===== config.mk =====
export PLATFORM = sky130hd
export DESIGN_NAME = fuzzy_seq_ctrl
export DESIGN_NICKNAME = d
export VERILOG_FILES = /design/src/rtl/fuzzy_pkg.sv /design/src/rtl/fuzzy_div_seq.sv /design/src/rtl/fuzzy_seq_ctrl.sv
export SDC_FILE = /design/constraint.sdc
export NUM_CORES = 1
export LEC_CHECK = 0
export ABC_AREA = 0
export ABC_CLOCK_PERIOD_IN_PS = 13150
export CORE_UTILIZATION = 29
export CTS_BUF_LIST = sky130_fd_sc_hd__clkbuf_16
export DETAILED_ROUTE_END_ITERATION = 6
export GPL_TIMING_DRIVEN = 0
export PLACE_DENSITY_LB_ADDON = 0.15
export SLEW_MARGIN = 15
export SYNTH_ARGS = -nofsm -noshare
export SYNTH_HDL_FRONTEND = slang
export SYNTH_SLANG_ARGS = --single-unit
export TNS_END_PERCENT = 1

===== constraint.sdc =====
create_clock -name clk -period 13.15 [get_ports clk]
set_clock_uncertainty 0.1 [all_clocks]
set_input_delay 1.9725 -clock clk [delete_from_list [all_inputs] [get_ports clk]]
set_output_delay 1.9725 -clock clk [all_outputs]
set_load 0.05 [all_outputs]

===== src/rtl/fuzzy_pkg.sv =====
// Shared types, widths and rule-walk helpers for the zero-order Sugeno sequencer.
package fuzzy_pkg;

    localparam int NUM_W    = 20;
    localparam int DEN_W    = 12;
    localparam int DIV_ITER = 20;

    typedef logic [2:0][7:0] mu3_t;
    typedef logic [8:0][7:0] g9_t;

    typedef enum logic [2:0] {
        S_IDLE  = 3'd0,
        S_FUZZ  = 3'd1,
        S_RULES = 3'd2,
        S_DIV   = 3'd3,
        S_DONE  = 3'd4
    } seq_state_t;

    // Corner rules used in 4-rule mode, entry 0 is visited first.
    localparam logic [3:0][3:0] RULE_IDX_4 = {4'd8, 4'd6, 4'd2, 4'd0};

    // Split a rule index k = 3*i + j into {i, j}.
    function automatic logic [3:0] rule_ij(input logic [3:0] k);
        logic [3:0] ij;
        case (k)
            4'd0:    ij = {2'd0, 2'd0};
            4'd1:    ij = {2'd0, 2'd1};
            4'd2:    ij = {2'd0, 2'd2};
            4'd3:    ij = {2'd1, 2'd0};
            4'd4:    ij = {2'd1, 2'd1};
            4'd5:    ij = {2'd1, 2'd2};
            4'd6:    ij = {2'd2, 2'd0};
            4'd7:    ij = {2'd2, 2'd1};
            4'd8:    ij = {2'd2, 2'd2};
            default: ij = {2'd0, 2'd0};
        endcase
        return ij;
    endfunction

    function automatic logic [7:0] min8(input logic [7:0] a, input logic [7:0] b);
        return (a < b) ? a : b;
    endfunction

endpackage


===== src/rtl/fuzzy_div_seq.sv =====
// Restoring unsigned divider, one quotient bit per cycle; done is high during the last iteration.
module fuzzy_div_seq #(
    parameter int NUM_W = fuzzy_pkg::NUM_W,
    parameter int DEN_W = fuzzy_pkg::DEN_W
) (
    input  logic             clk,
    input  logic             rst,
    input  logic             start,
    input  logic             abort,
    input  logic [NUM_W-1:0] dividend,
    input  logic [DEN_W-1:0] divisor,
    output logic [7:0]       quotient,
    output logic             done
);

    localparam int CNT_W = $clog2(NUM_W + 1);

    logic [NUM_W-1:0] q;
    logic [DEN_W-1:0] rem;
    logic [DEN_W-1:0] dsr;
    logic [CNT_W-1:0] cnt;
    logic             run;
    logic [DEN_W:0]   trial;
    logic [DEN_W-1:0] diff;

    always_comb begin
        trial = {rem, q[NUM_W-1]};
        diff  = trial[DEN_W-1:0] - dsr;
    end

    always_ff @(posedge clk) begin
        if (rst || abort) begin
            q   <= '0;
            rem <= '0;
            dsr <= '0;
            cnt <= '0;
            run <= 1'b0;
        end else if (start) begin
            q   <= dividend;
            rem <= '0;
            dsr <= divisor;
            cnt <= CNT_W'(NUM_W);
            run <= 1'b1;
        end else if (run) begin
            if (trial >= {1'b0, dsr}) begin
                rem <= diff;
                q   <= {q[NUM_W-2:0], 1'b1};
            end else begin
                rem <= trial[DEN_W-1:0];
                q   <= {q[NUM_W-2:0], 1'b0};
            end
            cnt <= cnt - 1'b1;
            if (cnt == CNT_W'(1))
                run <= 1'b0;
        end
    end

    // The final quotient is below 256, so only the low byte is exported.
    assign quotient = q[7:0];
    assign done     = run && (cnt == CNT_W'(1));

endmodule


===== src/rtl/fuzzy_seq_ctrl.sv =====
// Sugeno inference sequencer: snapshot memberships, min/MAC over the rule base, divide, clamp.
//   state   | meaning
//   S_IDLE  | waiting for start_pulse, result registers hold last value
//   S_FUZZ  | latch membership snapshot, clear accumulators
//   S_RULES | one rule per cycle: num += w*g, den += w
//   S_DIV   | divider kicked on entry, wait for done
//   S_DONE  | publish clamped quotient, raise valid, drop busy
module fuzzy_seq_ctrl
    import fuzzy_pkg::*;
#(
    parameter int G_MAX = 100
) (
    input  logic       clk,
    input  logic       rst,
    input  logic       start_pulse,
    input  logic       init_pulse,
    input  logic       reg_mode,
    input  mu3_t       mu_T,
    input  mu3_t       mu_dT,
    input  g9_t        g_vec,
    output logic [7:0] G_out,
    output logic       busy,
    output logic       valid,
    output logic       div_zero
);

    seq_state_t       state;
    logic             mode9;
    logic [3:0]       rule_cnt;
    mu3_t             mu_t_snap;
    mu3_t             mu_dt_snap;
    logic [NUM_W-1:0] num;
    logic [DEN_W-1:0] den;
    logic             div_start;
    logic             div_done;
    logic [7:0]       div_q;

    logic [3:0]       rule_k;
    logic [3:0]       ij;
    logic [7:0]       w;
    logic [7:0]       g_sel;
    logic [15:0]      prod;
    logic             last_rule;
    logic [7:0]       q_clamped;

    always_comb begin
        rule_k    = mode9 ? rule_cnt : RULE_IDX_4[rule_cnt[1:0]];
        ij        = rule_ij(rule_k);
        w         = min8(mu_t_snap[ij[3:2]], mu_dt_snap[ij[1:0]]);
        g_sel     = g_vec[rule_k];
        prod      = 16'(w) * 16'(g_sel);
        last_rule = mode9 ? (rule_cnt == 4'd8) : (rule_cnt == 4'd3);
        q_clamped = (div_q > 8'(G_MAX)) ? 8'(G_MAX) : div_q;
    end

    always_ff @(posedge clk) begin
        if (rst || init_pulse) begin
            state      <= S_IDLE;
            mode9      <= 1'b0;
            rule_cnt   <= '0;
            mu_t_snap  <= '0;
            mu_dt_snap <= '0;
            num        <= '0;
            den        <= '0;
            div_start  <= 1'b0;
            G_out      <= '0;
            busy       <= 1'b0;
            valid      <= 1'b0;
            div_zero   <= 1'b0;
        end else begin
            div_start <= 1'b0;
            case (state)
                S_IDLE: begin
                    if (start_pulse) begin
                        state <= S_FUZZ;
                        mode9 <= reg_mode;
                        busy  <= 1'b1;
                        valid <= 1'b0;
                    end
                end
                S_FUZZ: begin
                    mu_t_snap  <= mu_T;
                    mu_dt_snap <= mu_dT;
                    num        <= '0;
                    den        <= '0;
                    rule_cnt   <= '0;
                    state      <= S_RULES;
                end
                S_RULES: begin
                    num <= num + NUM_W'(prod);
                    den <= den + DEN_W'(w);
                    if (last_rule) begin
                        state     <= S_DIV;
                        div_start <= 1'b1;
                    end else begin
                        rule_cnt <= rule_cnt + 4'd1;
                    end
                end
                S_DIV: begin
                    if (div_done)
                        state <= S_DONE;
                end
                S_DONE: begin
                    // Zero total firing strength has no meaningful quotient.
                    if (den == '0) begin
                        G_out    <= '0;
                        div_zero <= 1'b1;
                    end else begin
                        G_out    <= q_clamped;
                        div_zero <= 1'b0;
                    end
                    valid <= 1'b1;
                    busy  <= 1'b0;
                    state <= S_IDLE;
                end
                default: state <= S_IDLE;
            endcase
        end
    end

    fuzzy_div_seq #(
        .NUM_W (NUM_W),
        .DEN_W (DEN_W)
    ) u_div (
        .clk      (clk),
        .rst      (rst),
        .start    (div_start),
        .abort    (init_pulse),
        .dividend (num),
        .divisor  (den),
        .quotient (div_q),
        .done     (div_done)
    );

endmodule

==> summary.txt <==
Setup path
  – Startpoint type of the worst setup path: register
  – Setup crit end kind: register
  – R2r endpoint: num[19]
  – CP Max Fanout: 10
  – Reg2Reg Setup Slack: 3.53 ns
  – Worst EP arrival: 9.92 ns
  – Data required, critical path: 13.45 ns
  – R2R cell count: 32
  – Delay-heaviest family, CP: adder cells
  – WS Path Type: reg2reg
  – Crit path depth: 32
  – Bufs and invs on worst path: 6
  – Crit path to: num[19]
  – Crit. Startpoint: rule_cnt[0]
  – Worst path max stage delay: 0.69 ns
  – Reg-to-reg critical path startpoint: rule_cnt[0]
  – Critical-path top delay cell: nor3b_2

Timing
  – Slew Limit Fails: 0
  – Slew @ Worst Pin: 0.952 ns
  – Post-layout min period: 9.62 ns
  – Rel. slew slack: 0.356
  – Setup_tns: 0 ns
  – Fmax achieved: 0.104 GHz
  – WHS: 0.354 ns
  – # setup viols final: 0
  – Final period util: 0.732
  – RSZ-0062 raised after global routing: false
  – Final-report hold violation count: 0

Clocking
  – CTS Sinks: 150
  – Root Buffer: clkbuf_16
  – Reg clk slew, reported paths: 0.08 ns
  – Max Buffers Root-to-Sink: 2
  – Total CTS buffers: 17
  – H-tree depth: 4
  – Clk_lat worst skew: 0.44 ns
  – Setup Buffers After CTS: 0
  – CTS Hold Bufs: 0
  – Post_cts resized: 0
  – CTS tree: built

Floorplanning
  – Die span in y: 196 µm
  – Row cnt: 70
  – DIE WIDTH: 196 µm
  – Initial Util: 0.297
  – IO Pins: 136
  – Placeable Area: 36900 µm²
  – Die area: 38500 µm²

Power and ir drop
  – PwrDens: 101 nW/µm²
  – Tot Pwr: 1370 µW
  – VDD IR max: 0.0683 mV
  – Leak Pwr: 0.00530 µW

Yosys
  – Avg Cell Area, Syn: 8.44 µm²
  – Post-Synthesis Cells: 1296
  – Ys async rst share: 0
  – Register area share after synthesis: 0.275
  – Top-count cell post-synth: dfxtp_1
  – Yosys cell types: 75
  – Synthesis Warnings: 0
  – Synthesized net count: 1548
  – Synth cell count leaders: 150 x dfxtp_1, 147 x nand2_1, 129 x inv_1, 114 x a21oi_1, 114 x nor2_1
  – Yosys reg bits: 150
  – Ys flop type: dfxtp_1
  – Post-synth EDFFs: 0
  – Top-area cell type share of the netlist area: 0.275
  – Biggest area consumer among synthesized cells: dfxtp_1
  – Synth top area cells: dfxtp_1 27%, fa_1 9.5%, ha_1 8.6%
  – Synthesized area: 10900 µm²

Finish
  – Final nets: 1702
  – Area grow syn2layout: 23.6%
  – ANT cells: 0
  – Share of cells above drive strength 1: 0.0656

GRT
  – Grt ovf: 0
  – Largest net degree at the start of global routing: 19
  – Total GRT Usage: 0.176
  – Number of global-route vias before repair: 9677
  – First-pass GRT wire length: 52900 µm
  – Initial antenna violation count: 0

Route
  – Vias: 9560
  – DR iter-0 viols: 444
  – Post-DRT Antenna Nets: 0
  – Post-Route WL: 33300 µm
  – Drt wl/cell: 16.9 µm
  – Drt pass-1 iters: 7
  – DRC viols: 0
  – Routed vias/inst: 4.86

Placement
  – Final Wtd Congestion: 0.828
  – Port Buffers: 135
  – Hpwl dp: 26900 µm

Hold path
  – Worst min path class: reg2reg

Job
  – # Max-Cap Violations: 0

Status
  – Status: finished, final reports clean
metal layers:
layer	up-vias	track usage	wire (µm)
met5	-	0	0
met2	160	0.289	15400
met3	23	0.0244	1070
li1	4825	-	-
met1	4552	0.245	16500
met4	0	0.0382	332
worst reg2reg max path, delay by kind of cell, from the launching register on:
| family | cells | cell delay, ns |
|---|---|---|
| AO/OA/AOI/OAI | 11 | 2.67 |
| flip-flops | 1 | 0.42 |
| AND/OR/NAND/NOR | 8 | 2.34 |
| adder cells (fa/ha/maj) | 7 | 3.14 |
| buffers and inverters | 6 | 0.89 |
worst min path at each step:
stage | from | to | depth (start not counted)
after CTS | mu_dt_snap[10] | mu_dt_snap[10] | 2
after global routing | mu_dt_snap[10] | mu_dt_snap[10] | 2
after global placement | mu_dt_snap[14] | mu_dt_snap[14] | 2
after detailed placement | mu_dt_snap[10] | mu_dt_snap[10] | 2
final | mu_dt_snap[10] | mu_dt_snap[10] | 2
after floorplan | num[4] | num[4] | 2
layout by cell type (no fill, tap or decap), types with 9 or more instances in the layout:
| master | n |
|---|---|
| clkbuf_16 | 17 |
| nor2_1 | 114 |
| mux2_2 | 14 |
| o211ai_1 | 10 |
| xnor2_1 | 12 |
| a211oi_1 | 28 |
| nor2b_1 | 21 |
| o21a_1 | 9 |
| a22oi_1 | 16 |
| dfxtp_1 | 150 |
| mux2i_1 | 51 |
| nand2b_1 | 10 |
| ha_1 | 75 |
| fa_1 | 52 |
| a21oi_1 | 114 |
| nand3_1 | 17 |
| mux4_2 | 16 |
| clkdlybuf4s50_1 | 135 |
| inv_1 | 129 |
| a21o_1 | 11 |
| nor4_1 | 11 |
| nor3_1 | 42 |
| nand2_1 | 147 |
| clkbuf_1 | 43 |
| o21ai_0 | 44 |
| or3_1 | 21 |
per-stage QoR:
stage                     setup WS, ns  instances  utilization  instance area, µm²
final                             3.53       1967        0.367               13500
after global routing              2.85       1967        0.367               13500
after CTS                         3.55       1967        0.367               13500
after detailed placement          3.59       1935        0.350               12900
after global placement            3.68       1935        0.350               12900
after floorplan                   5.10       1296            -               10900
registers in the layout, indices dropped and copies added, names as in the netlist, 3 cells and up:
signal / cells
G_out: 8
den: 12
u_div.dsr: 12
u_div.rem: 12
rule_cnt: 4
num: 20
u_div.cnt: 5
u_div.q: 20
state: 3
mu_dt_snap: 24
mu_t_snap: 24
power by group:
group          switching [µW]  internal [µW]  leakage [µW]
combinational             238            172       0.00380
sequential               2.58            457       0.00121
clock                     243            258      0.000291
total                     484            887       0.00530
kinds of logic after synthesis:
| group | share of synthesized area |
|---|---|
| adders and majority gates | 0.181 |
| buffers and inverters | 0.0665 |
| DFF | 0.275 |
| AOI/OAI and AO/OA | 0.172 |
| xor gates and xnor gates | 0.0160 |
| and+or+nand+nor | 0.194 |
| muxes | 0.0967 |
layout make-up:
cell class	count	area [µm²]
Sequential cell	150	3000
Inverter	129	484
Multi-Input combinational cell	957	7200
Timing Repair Buffer	135	1350
Clock buffer	17	425
Tap cell	504	631
Fill cell	3897	23400
Buffer	60	243
Clock inverter	15	175
No activity file was read; power rests on OpenSTA's default activity.
